--- src/rtl/perif_uart_pkg.sv ---
// perif_uart_pkg: shared UART types, frame encodings and line constants
package perif_uart_pkg;
  typedef enum logic [2:0] {ST_IDLE, ST_START, ST_DATA, ST_PARITY, ST_STOP} uart_tx_state_e;
  typedef enum logic [1:0] {PAR_NONE = 2'd0, PAR_ODD = 2'd1, PAR_EVEN = 2'd2} parity_e;
  localparam logic [1:0] DB_5 = 2'd0;
  localparam logic [1:0] DB_6 = 2'd1;
  localparam logic [1:0] DB_7 = 2'd2;
  localparam logic [1:0] DB_8 = 2'd3;
  localparam logic UART_IDLE_LEVEL = 1'b1;
  function automatic logic [2:0] last_bit(input logic [1:0] db);
    return 3'(db) + 3'd4;
  endfunction
endpackage

--- src/rtl/perif_sync_fifo.sv ---
// perif_sync_fifo: circular synchronous FIFO with full/empty/level, shared by TX and RX paths
module perif_sync_fifo #(
  parameter int P_WIDTH = 8,
  parameter int P_DEPTH = 8
) (
  input  logic                       i_clk,
  input  logic                       i_rst,
  input  logic                       i_push,
  input  logic                       i_pop,
  input  logic [P_WIDTH-1:0]         i_data,
  output logic [P_WIDTH-1:0]         o_data,
  output logic                       o_full,
  output logic                       o_empty,
  output logic [$clog2(P_DEPTH):0]   o_level
);
  localparam int AW = $clog2(P_DEPTH);
  logic [P_WIDTH-1:0] mem [P_DEPTH];
  logic [AW-1:0] wp, rp;
  logic [AW:0] cnt;
  logic push, pop;
  assign push = i_push && !o_full;
  assign pop = i_pop && !o_empty;
  assign o_full = cnt == (AW+1)'(P_DEPTH);
  assign o_empty = cnt == '0;
  assign o_level = cnt;
  assign o_data = mem[rp];
  always_ff @(posedge i_clk) begin
    if (i_rst) begin
      wp <= '0;
      rp <= '0;
      cnt <= '0;
    end else begin
      if (push) begin
        mem[wp] <= i_data;
        wp <= wp + AW'(1);
      end
      if (pop) rp <= rp + AW'(1);
      cnt <= cnt + (AW+1)'(push) - (AW+1)'(pop);
    end
  end
endmodule

--- src/rtl/perif_uart_tx_fifo.sv ---
// perif_uart_tx_fifo: configurable UART transmitter fed by a circular TX FIFO
// Parity support is compiled in only when PERIF_UART_TX_PARITY_EN is defined.
module perif_uart_tx_fifo import perif_uart_pkg::*; #(
  parameter int P_FIFO_DEPTH = 8,
  parameter int P_BAUD_W = 16
) (
  input  logic                          i_clk,
  input  logic                          i_rst,
  input  logic                          i_en,
  input  logic                          i_wr_en,
  input  logic [7:0]                    i_data_tx,
  input  logic [P_BAUD_W-1:0]           i_baudrate,
  input  logic [1:0]                    i_data_bits,
  input  logic                          i_stop2,
  input  logic [1:0]                    i_parity,
  output logic                          o_tx_full,
  output logic                          o_tx_empty,
  output logic [$clog2(P_FIFO_DEPTH):0] o_tx_level,
  output logic                          o_busy,
  output logic                          o_overflow,
  output logic                          o_uart_tx
);
  uart_tx_state_e st;
  logic [7:0] head, sh, md;
  logic [2:0] nb, bitn;
  logic [P_BAUD_W-1:0] cnt, bd;
  logic stop2, has_par, pbit, par_en, pb, bnd, fin, ld, tx, ovf;
  perif_sync_fifo #(.P_WIDTH(8), .P_DEPTH(P_FIFO_DEPTH)) u_fifo (
    .i_clk(i_clk),
    .i_rst(i_rst),
    .i_push(i_wr_en),
    .i_pop(ld),
    .i_data(i_data_tx),
    .o_data(head),
    .o_full(o_tx_full),
    .o_empty(o_tx_empty),
    .o_level(o_tx_level)
  );
`ifdef PERIF_UART_TX_PARITY_EN
  assign par_en = i_parity == PAR_ODD || i_parity == PAR_EVEN;
`else
  assign par_en = 1'b0;
`endif
  // parity is precomputed from the head byte when it is loaded
  assign md = head & (8'hFF >> (DB_8 - i_data_bits));
  assign pb = i_parity == PAR_ODD ? ~^md : ^md;
  assign bnd = cnt == bd;
  assign fin = st == ST_STOP && bnd && (!stop2 || bitn == 3'd1);
  assign ld = i_en && !o_tx_empty && (st == ST_IDLE || fin);
  assign o_busy = st != ST_IDLE;
  assign o_uart_tx = tx;
  assign o_overflow = ovf;
  always_ff @(posedge i_clk) begin
    if (i_rst) ovf <= 1'b0;
    else if (i_wr_en && o_tx_full) ovf <= 1'b1;
  end
  always_ff @(posedge i_clk) begin
    if (i_rst || !i_en) begin
      st <= ST_IDLE;
      tx <= UART_IDLE_LEVEL;
      cnt <= '0;
      bitn <= '0;
    end else if (ld) begin
      st <= ST_START;
      tx <= 1'b0;
      cnt <= '0;
      bd <= i_baudrate;
      bitn <= '0;
      sh <= head;
      nb <= last_bit(i_data_bits);
      stop2 <= i_stop2;
      has_par <= par_en;
      pbit <= pb;
    end else if (st != ST_IDLE) begin
      if (!bnd) cnt <= cnt + P_BAUD_W'(1);
      else begin
        cnt <= '0;
        bd <= i_baudrate;
        case (st)
          ST_START: begin
            st <= ST_DATA;
            tx <= sh[0];
            sh <= sh >> 1;
            bitn <= '0;
          end
          ST_DATA: begin
            if (bitn == nb) begin
              st <= has_par ? ST_PARITY : ST_STOP;
              tx <= has_par ? pbit : UART_IDLE_LEVEL;
              bitn <= '0;
            end else begin
              tx <= sh[0];
              sh <= sh >> 1;
              bitn <= bitn + 3'd1;
            end
          end
          ST_PARITY: begin
            st <= ST_STOP;
            tx <= UART_IDLE_LEVEL;
            bitn <= '0;
          end
          ST_STOP: begin
            st <= fin ? ST_IDLE : ST_STOP;
            bitn <= 3'd1;
          end
          default: st <= ST_IDLE;
        endcase
      end
    end
  end
endmodule

--- config.mk ---
export PLATFORM = sky130hd
export DESIGN_NAME = perif_uart_tx_fifo
export DESIGN_NICKNAME = d
export VERILOG_FILES = /design/src/rtl/perif_uart_pkg.sv /design/src/rtl/perif_sync_fifo.sv /design/src/rtl/perif_uart_tx_fifo.sv
export SDC_FILE = /design/constraint.sdc
export NUM_CORES = 1
export LEC_CHECK = 0
export CAP_MARGIN = 20
export CORE_MARGIN = 2
export CORE_UTILIZATION = 42
export DETAILED_ROUTE_END_ITERATION = 16
export GPL_TIMING_DRIVEN = 0
export PLACE_DENSITY = 0.61
export SETUP_SLACK_MARGIN = 0.05
export SKIP_LAST_GASP = 1
export SLEW_MARGIN = 15
export SYNTH_ARGS = -nofsm -noshare
export SYNTH_HDL_FRONTEND = slang
export SYNTH_SLANG_ARGS = --single-unit
--- constraint.sdc ---
create_clock -name i_clk -period 8.29 [get_ports i_clk]
set_input_delay 1.2435 -clock i_clk [delete_from_list [all_inputs] [get_ports i_clk]]
set_output_delay 1.2435 -clock i_clk [all_outputs]
set_load 0.005 [all_outputs]
# --- Yosys cells after proc, flatten, opt, wreduce, memory -nomap -nowiden ---
# Memories as Yosys holds them, arrays and structs flattened. A register that Yosys moved wholly into a read port is not among the register bits.
# Index checks and enable logic that the tools add are counted.
word_totals:
  out_inout_bits: 9
  mem_count: 1
  inputBits: 33
  romBits: 0
  latch_bits: 0
  ram_bits: 64
  elab_cells: 91
  register_bits: 62
memory_table:
  columns: ["memory", "words", "word_bits", "read_ports", "rd_ports_with_merged_regs", "wr", "line", "source"]
  rows:
  - ["u_fifo.mem", 8, 8, 1, 1, 1, "perif_sync_fifo.sv:17", "logic [P_WIDTH-1:0] mem [P_DEPTH];"]
op_classes:
  n_div: 0
  mul: 0
  n_eq_ne: 11
  magnitude_cmp: 0
  mux: 27
  reduce_logical: 31
  bitwise_logic: 1
  n_shift: 0
  n_addsub: 7
ops:
  columns: ["cell", "n"]
  rows:
  - ["2-to-1 mux 16 bit", 4]
  - ["2-to-1 mux 8 bit", 4]
  - ["adder 16 x 1 -> 16 bit, second input constant", 1]
  - ["== test 16 bit", 1]
  - ["case mux 8 bit (2 select lines)", 1]
  - ["2-to-1 mux 3 bit", 5]
  - ["AND reduction 3 bit", 5]
  - ["case mux 3 bit (4 select lines)", 1]
  - ["2-to-1 mux 1 bit", 10]
  - ["adder 3 x 1 -> 3 bit, second input constant", 3]
  - ["case mux 3 bit (3 select lines)", 1]
  - ["nonzero test 3 bit", 3]
  - ["logical AND 1 bit", 7]
  - ["== test 3 x 1 -> 1 bit, second input constant", 2]
  - ["== test 3 x 2 -> 1 bit, second input constant", 2]
  - ["!= test 3 x 2 -> 1 bit, second input constant", 2]
  - ["AND reduction 5 bit", 1]
  - ["adder 4 x 1 -> 4 bit", 1]
  - ["== test 4 bit, second input constant", 1]
  - ["logical NOT 1 bit", 4]
  - ["logical NOT 4 bit", 1]
  - ["nonzero test 2 bit", 2]
  - ["nonzero test 4 bit", 1]
  - ["OR reduction 2 bit", 2]
  - ["10 further kinds", 12]

# --- Depth between registers and ports, before layout ---
# Gate-level depths: netlist (run 1).
logic_depth:
  depth_word: 8
  depth_mapped: 14
  depth_no_buf: 14

# --- By module ---
# Synthesis (run 1) repeated with hierarchy kept, for this count alone.
unflattened:
  cells_unflattened: 384
  hier_area_um2: 5512.8
modules_own_cells:
  columns: ["mod", "instances", "area_per_inst_um2", "cells_each", "seq_area_each_um2"]
  rows:
  - ["perif_sync_fifo", 1, 3185.6, 172, 2182.1]
  - ["perif_uart_tx_fifo", 1, 2327.2, 212, 1291.2]

# --- Least setup slack after synthesis (run 1) ---
# OpenSTA, ideal clock, no wires.
synth_timing:
  kind: "input to register"
  startpoint: "in i_en"
  endpoint: "reg u_fifo.cnt[2], in the netlist u_fifo.o_level[2]"
  path_buffers: 0
  path_stages: 11
  path_slack_ps: 5185
  t_arrival_ps: 2977
  required_time_ps: 8162
  path_cell_list: "nor2b_1 and3_1 a21oi_4 inv_4 ha_1 inv_1 ha_1 inv_1 fa_1 xor2_1 nor2_1"
synth_via:
  elab_chain_cells: 4
synth_rtl:
  columns: ["item", "line", "source"]
  rows:
  - ["from (decl)", "perif_uart_tx_fifo.sv:9", "input logic i_en,"]
  - ["logical AND 1 bit (2 in a row)", "perif_uart_tx_fifo.sv:49", "assign ld = i_en && !o_tx_empty && (st == ST_IDLE || fin);"]
  - ["logical AND 1 bit", "perif_sync_fifo.sv:22", "assign pop = i_pop && !o_empty;"]
  - ["named net u_fifo.pop", "perif_sync_fifo.sv:20", "logic push, pop;"]
  - ["subtractor 4 x 1 -> 4 bit", "perif_sync_fifo.sv:38", "cnt <= cnt + (AW+1)'(push) - (AW+1)'(pop);"]
  - ["to (signal assigned)", "perif_sync_fifo.sv:38", null]
  - ["to (decl)", "perif_sync_fifo.sv:19", "logic [AW:0] cnt;"]
# The timed path passes the listed nets, and every way through them passes these cells.
# A chain may end at the register's enable or synchronous reset.

# --- Worst setup path after layout (run 1) ---
# Same ends and word-level chain as after synthesis.

==> metrics.md, run 1 <==
| Metric | Value |
|---|---|
| Critical path peak fanout | `8` |
| Post-synth EDFFs | `91` |
| I/O Buffers | `39` |
| WP data required | `8.57 ns` |
| Ant. Diodes | `0` |
| Ratio of cells with drive above 1 in the final layout | `17.5%` |
| Compound-Gate Fraction of Synth Area | `3.96%` |
| CP arrival | `3.67 ns` |
| Die X | `118 um` |
| RSZ-0062 raised after global routing | `false` |
| Global-route met1 utilization | `19.1%` |
| Yosys reg bits | `128` |
| DR vias/cell | `4.97` |
| Mux share of post-synthesis cell area | `10.6%` |
| Hold slack | `0.465 ns` |
| Area share of and/or/nand/nor cells after synthesis | `11.1%` |
| H-tree Lvls | `4` |
| PostCTS Resize Cnt | `0` |
| Status | `completed` |
| Die Span Y | `118 um` |
| Register area share after synthesis | `63.2%` |
| Final Max Slew Viols | `0` |
| Path type of the worst min-delay path | `register to register` |
| Vias in the first global route | `3,309` |
| Clk buf depth | `2` |
| Hold Vio Cnt, Final | `0` |
| Final setup TNS | `0 ns` |
| Initial antenna violation count | `0` |
| Worst slew pin tran | `0.969 ns` |
| Total global-route track usage | `16.1%` |
| Synth Area in XOR/XNOR | `5.90%` |
| Reg2reg setup slack | `5.29 ns` |
| Commonest non-fill, non-tap cell in the layout | `edfxtp_1` |
| CP top delay family | `adder cells` |
| Clock Latency Late Sink | `0.41 ns` |
| P&R area growth vs syn | `21.8%` |
| Worst path bufs/invs | `4` |
| Core ar. | `12,700 um2` |
| Mapped Area | `5490 um2` |
| Largest cells by area after synthesis | `edfxtp_1 (50%), dfxtp_1 (13%), mux4_2 (6.6%)` |
| Synthesized instance count | `387` |
| DR iter-0 viols | `249` |
| Biggest cell delay along the critical path | `0.48 ns` |
| M3 GR Usage | `5.02%` |
| Routed len/inst | `16.2 um` |
| CP Cell Sequence | `clkdlybuf4s50_1 > nor2b_1 > and3_1 > a21oi_4 > inv_4 > ha_1 > inv_1 > ha_1 > inv_1 > fa_1 > xor2_1 > nor2_1` |
| Post-Route WL | `10,300 um` |
| First-pass GRT wire length | `17,000 um` |
| Fin crit period | `3.39 ns` |
| Num CTS Buffers | `17` |
| Number of fill cells | `1,061` |
| YS warnings | `0` |
| Routed Antenna Nets | `0` |
| TritonRoute pass-1 iters | `4` |
| Layout Cells excl Fill | `634` |
| Reg clk slew, reported paths | `0.05 ns` |
| CP max-delay cell | `clkdlybuf4s50_1` |
| Crit end category | `register` |
| Setup Buffers After CTS | `0` |
| Period utilization | `40.9%` |
| Most frequent cells in the layout | `edfxtp_1 (91), clkdlybuf4s50_1 (39), dfxtp_1 (37)` |
| # rows | `41` |
| Nets | `497` |
| Leakage Power | `2.26 nW` |
| Unique masters post-synth | `53` |
| Total gr overflow | `0` |
| Max VDD drop | `0.172 mV` |
| Placed Cells | `604` |
| Clk Tree Root Cell | `clkbuf_16` |
| Cts hold-fix bufs | `0` |
| CTS sink count | `128` |
| Maximum number of pins on one net before global-route repair | `17` |
| Syn avg cell area | `14.2 um2` |
| HPWL Detailed | `7100 um` |
| Total power | `1.73 mW` |
| WS Path Type | `input pin to register` |
| PD cells | `259 nW/um2` |
| Starting Density | `43.3%` |
| CTS tree | `yes` |
| Setup Viol. Count Final | `0` |
| Via count | `3,150` |
| Share of the synthesized area in the top cell type | `49.8%` |
| DIE AREA | `14,000 um2` |
| Max Cap Viol | `0` |
| Most used routing layer | `met2` |
| Post-synth top area cell | `edfxtp_1` |
| Adder-Cell Fraction of Synth Area | `2.87%` |
| Achievable frequency | `295 MHz` |
| Largest family of logic cells by synthesized area | `simple AND/OR/NAND/NOR gates` |
| DRC viols | `0` |
| Final core occ | `52.8%` |
| Post-synth ARST share | `0%` |
| Synth Flop Type | `edfxtp_1` |
| Worst clock skew | `0.00855 ns` |
| CP startpoint kind | `input pin` |
| Global-route met2 utilization | `26.4%` |
| Max-slew headroom | `35.2%` |
| I/O pin total | `42` |
| Routability cong. | `0.787` |
| Post-synth net total | `432` |
synth_stat cells, drive strengths merged, types with 2 or more instances:
library cell and number:
clkbuf 6, buf 10, nor4 5, nand4 5, nor4b 2, nor2b 3, mux2 16, edfxtp 91
nand3 12, mux2i 4, mux4 16, or4 2, nand2b 6, and3 3, a21oi 9, xnor2 11
ha 11, a21o 2, nor2 36, o21ai 9, xor2 26, nand2 19, nor3 6, inv 13
dfxtp 37, nor3b 6, a31oi 4, and4 2, or3 2
final cells by class:
| type | count | area [um2] | share of cell area [%] |
|---|---|---|---|
| plain buffers | 16 | 78.8 | 1.18 |
| clock buffers | 20 | 437 | 6.53 |
| clock inverters | 9 | 71.3 | 1.07 |
| inverters | 13 | 51.3 | 0.767 |
| multi-input cells | 230 | 1920 | 28.7 |
| flip-flops and latches | 128 | 3470 | 51.9 |
| well taps | 172 | 215 | 3.22 |
| repair buffers | 46 | 444 | 6.64 |
layer usage:
metal  wire, um  part of all wire [%]
met3        448                   4.4
met5          0                     0
met1       4480                    44
met2       5240                    51
met4        116                   1.1
tightest hold or removal path, delay by kind of cell (launching register included):
family	cells	cell delay (ns)
simple gates	1	0.07
compound gates	1	0.04
flops	1	0.32
where the power goes:
part           internal [mW]  switching [mW]  total (mW)
clock network          0.400           0.245       0.645
logic                  0.174           0.156       0.330
registers              0.732          0.0265       0.758
logic make-up (layout without fill, tap and decap cells):
group,Yosys count,count (layout)
simple gates,113,113
flops,128,128
fa+ha+maj,12,12
buf+inv,29,104
mux,36,36
compound gates,32,32
xor+xnor,37,37
worst paths after layout:
check,from,endpoint,cells after the start
setup / recovery,i_en,u_fifo.o_level[2],12
hold / removal,o_overflow,o_overflow,2
hold reg to reg,o_overflow,o_overflow,2
setup reg to reg,cnt[8],u_fifo.o_level[2],13
state kept, by name, summed over array words and instances, names as in the netlist, 2 cells and up, named ones only:
| register | flops |
|---|---|
| bd | 16 |
| bitn | 3 |
| cnt | 16 |
| nb | 2 |
| sh | 8 |
| st | 3 |
| u_fifo.mem | 64 |
| u_fifo.o_level | 4 |
| u_fifo.rp | 3 |
| u_fifo.wp | 3 |
per-stage QoR:
stage | area (um2) | setup slack, ns
2_1_floorplan | 5490 | 5.19
3_3_place_gp | 6100 | 3.96
3_5_place_dp | 6180 | 4.36
4_1_cts | 6690 | 4.85
5_1_grt | 6690 | 4.80
6_report | 6690 | 4.90
No activity file was read; power rests on OpenSTA's default activity.
==> inputs of run 2 (changes only) <==
==> constraint.sdc (replaced) <==
create_clock -name i_clk -period 3.45 [get_ports i_clk]
set_input_delay 0.5175 -clock i_clk [delete_from_list [all_inputs] [get_ports i_clk]]
set_output_delay 0.5175 -clock i_clk [all_outputs]
set_load 0.005 [all_outputs]
==> results of run 2 <==
Same layout as run 1 (identical final DEF). Status: completed.
Among the figures that moved: setup slack after placement 4.36 ns -> 0.249 ns; setup slack after layout 4.90 ns -> 0.454 ns; start point of the critical path i_en -> cnt[8]; register-to-register setup slack 5.29 ns -> 0.45 ns; total power 1.73 mW -> 4.17 mW; worst IR drop on VDD 0.172 mV -> 0.413 mV
==> inputs of run 3 (changes only) <==
==> constraint.sdc (replaced) <==
create_clock -name i_clk -period 3.8 [get_ports i_clk]
set_input_delay 0.57 -clock i_clk [delete_from_list [all_inputs] [get_ports i_clk]]
set_output_delay 0.57 -clock i_clk [all_outputs]
set_load 0.005 [all_outputs]
==> results of run 3 <==
Same layout as run 1 (identical final DEF). Status: completed.
Among the figures that moved: setup slack after placement 4.36 ns -> 0.547 ns; setup slack after layout 4.90 ns -> 0.804 ns; start point of the critical path i_en -> cnt[8]; register-to-register setup slack 5.29 ns -> 0.80 ns; total power 1.73 mW -> 3.78 mW; worst IR drop on VDD 0.172 mV -> 0.375 mV
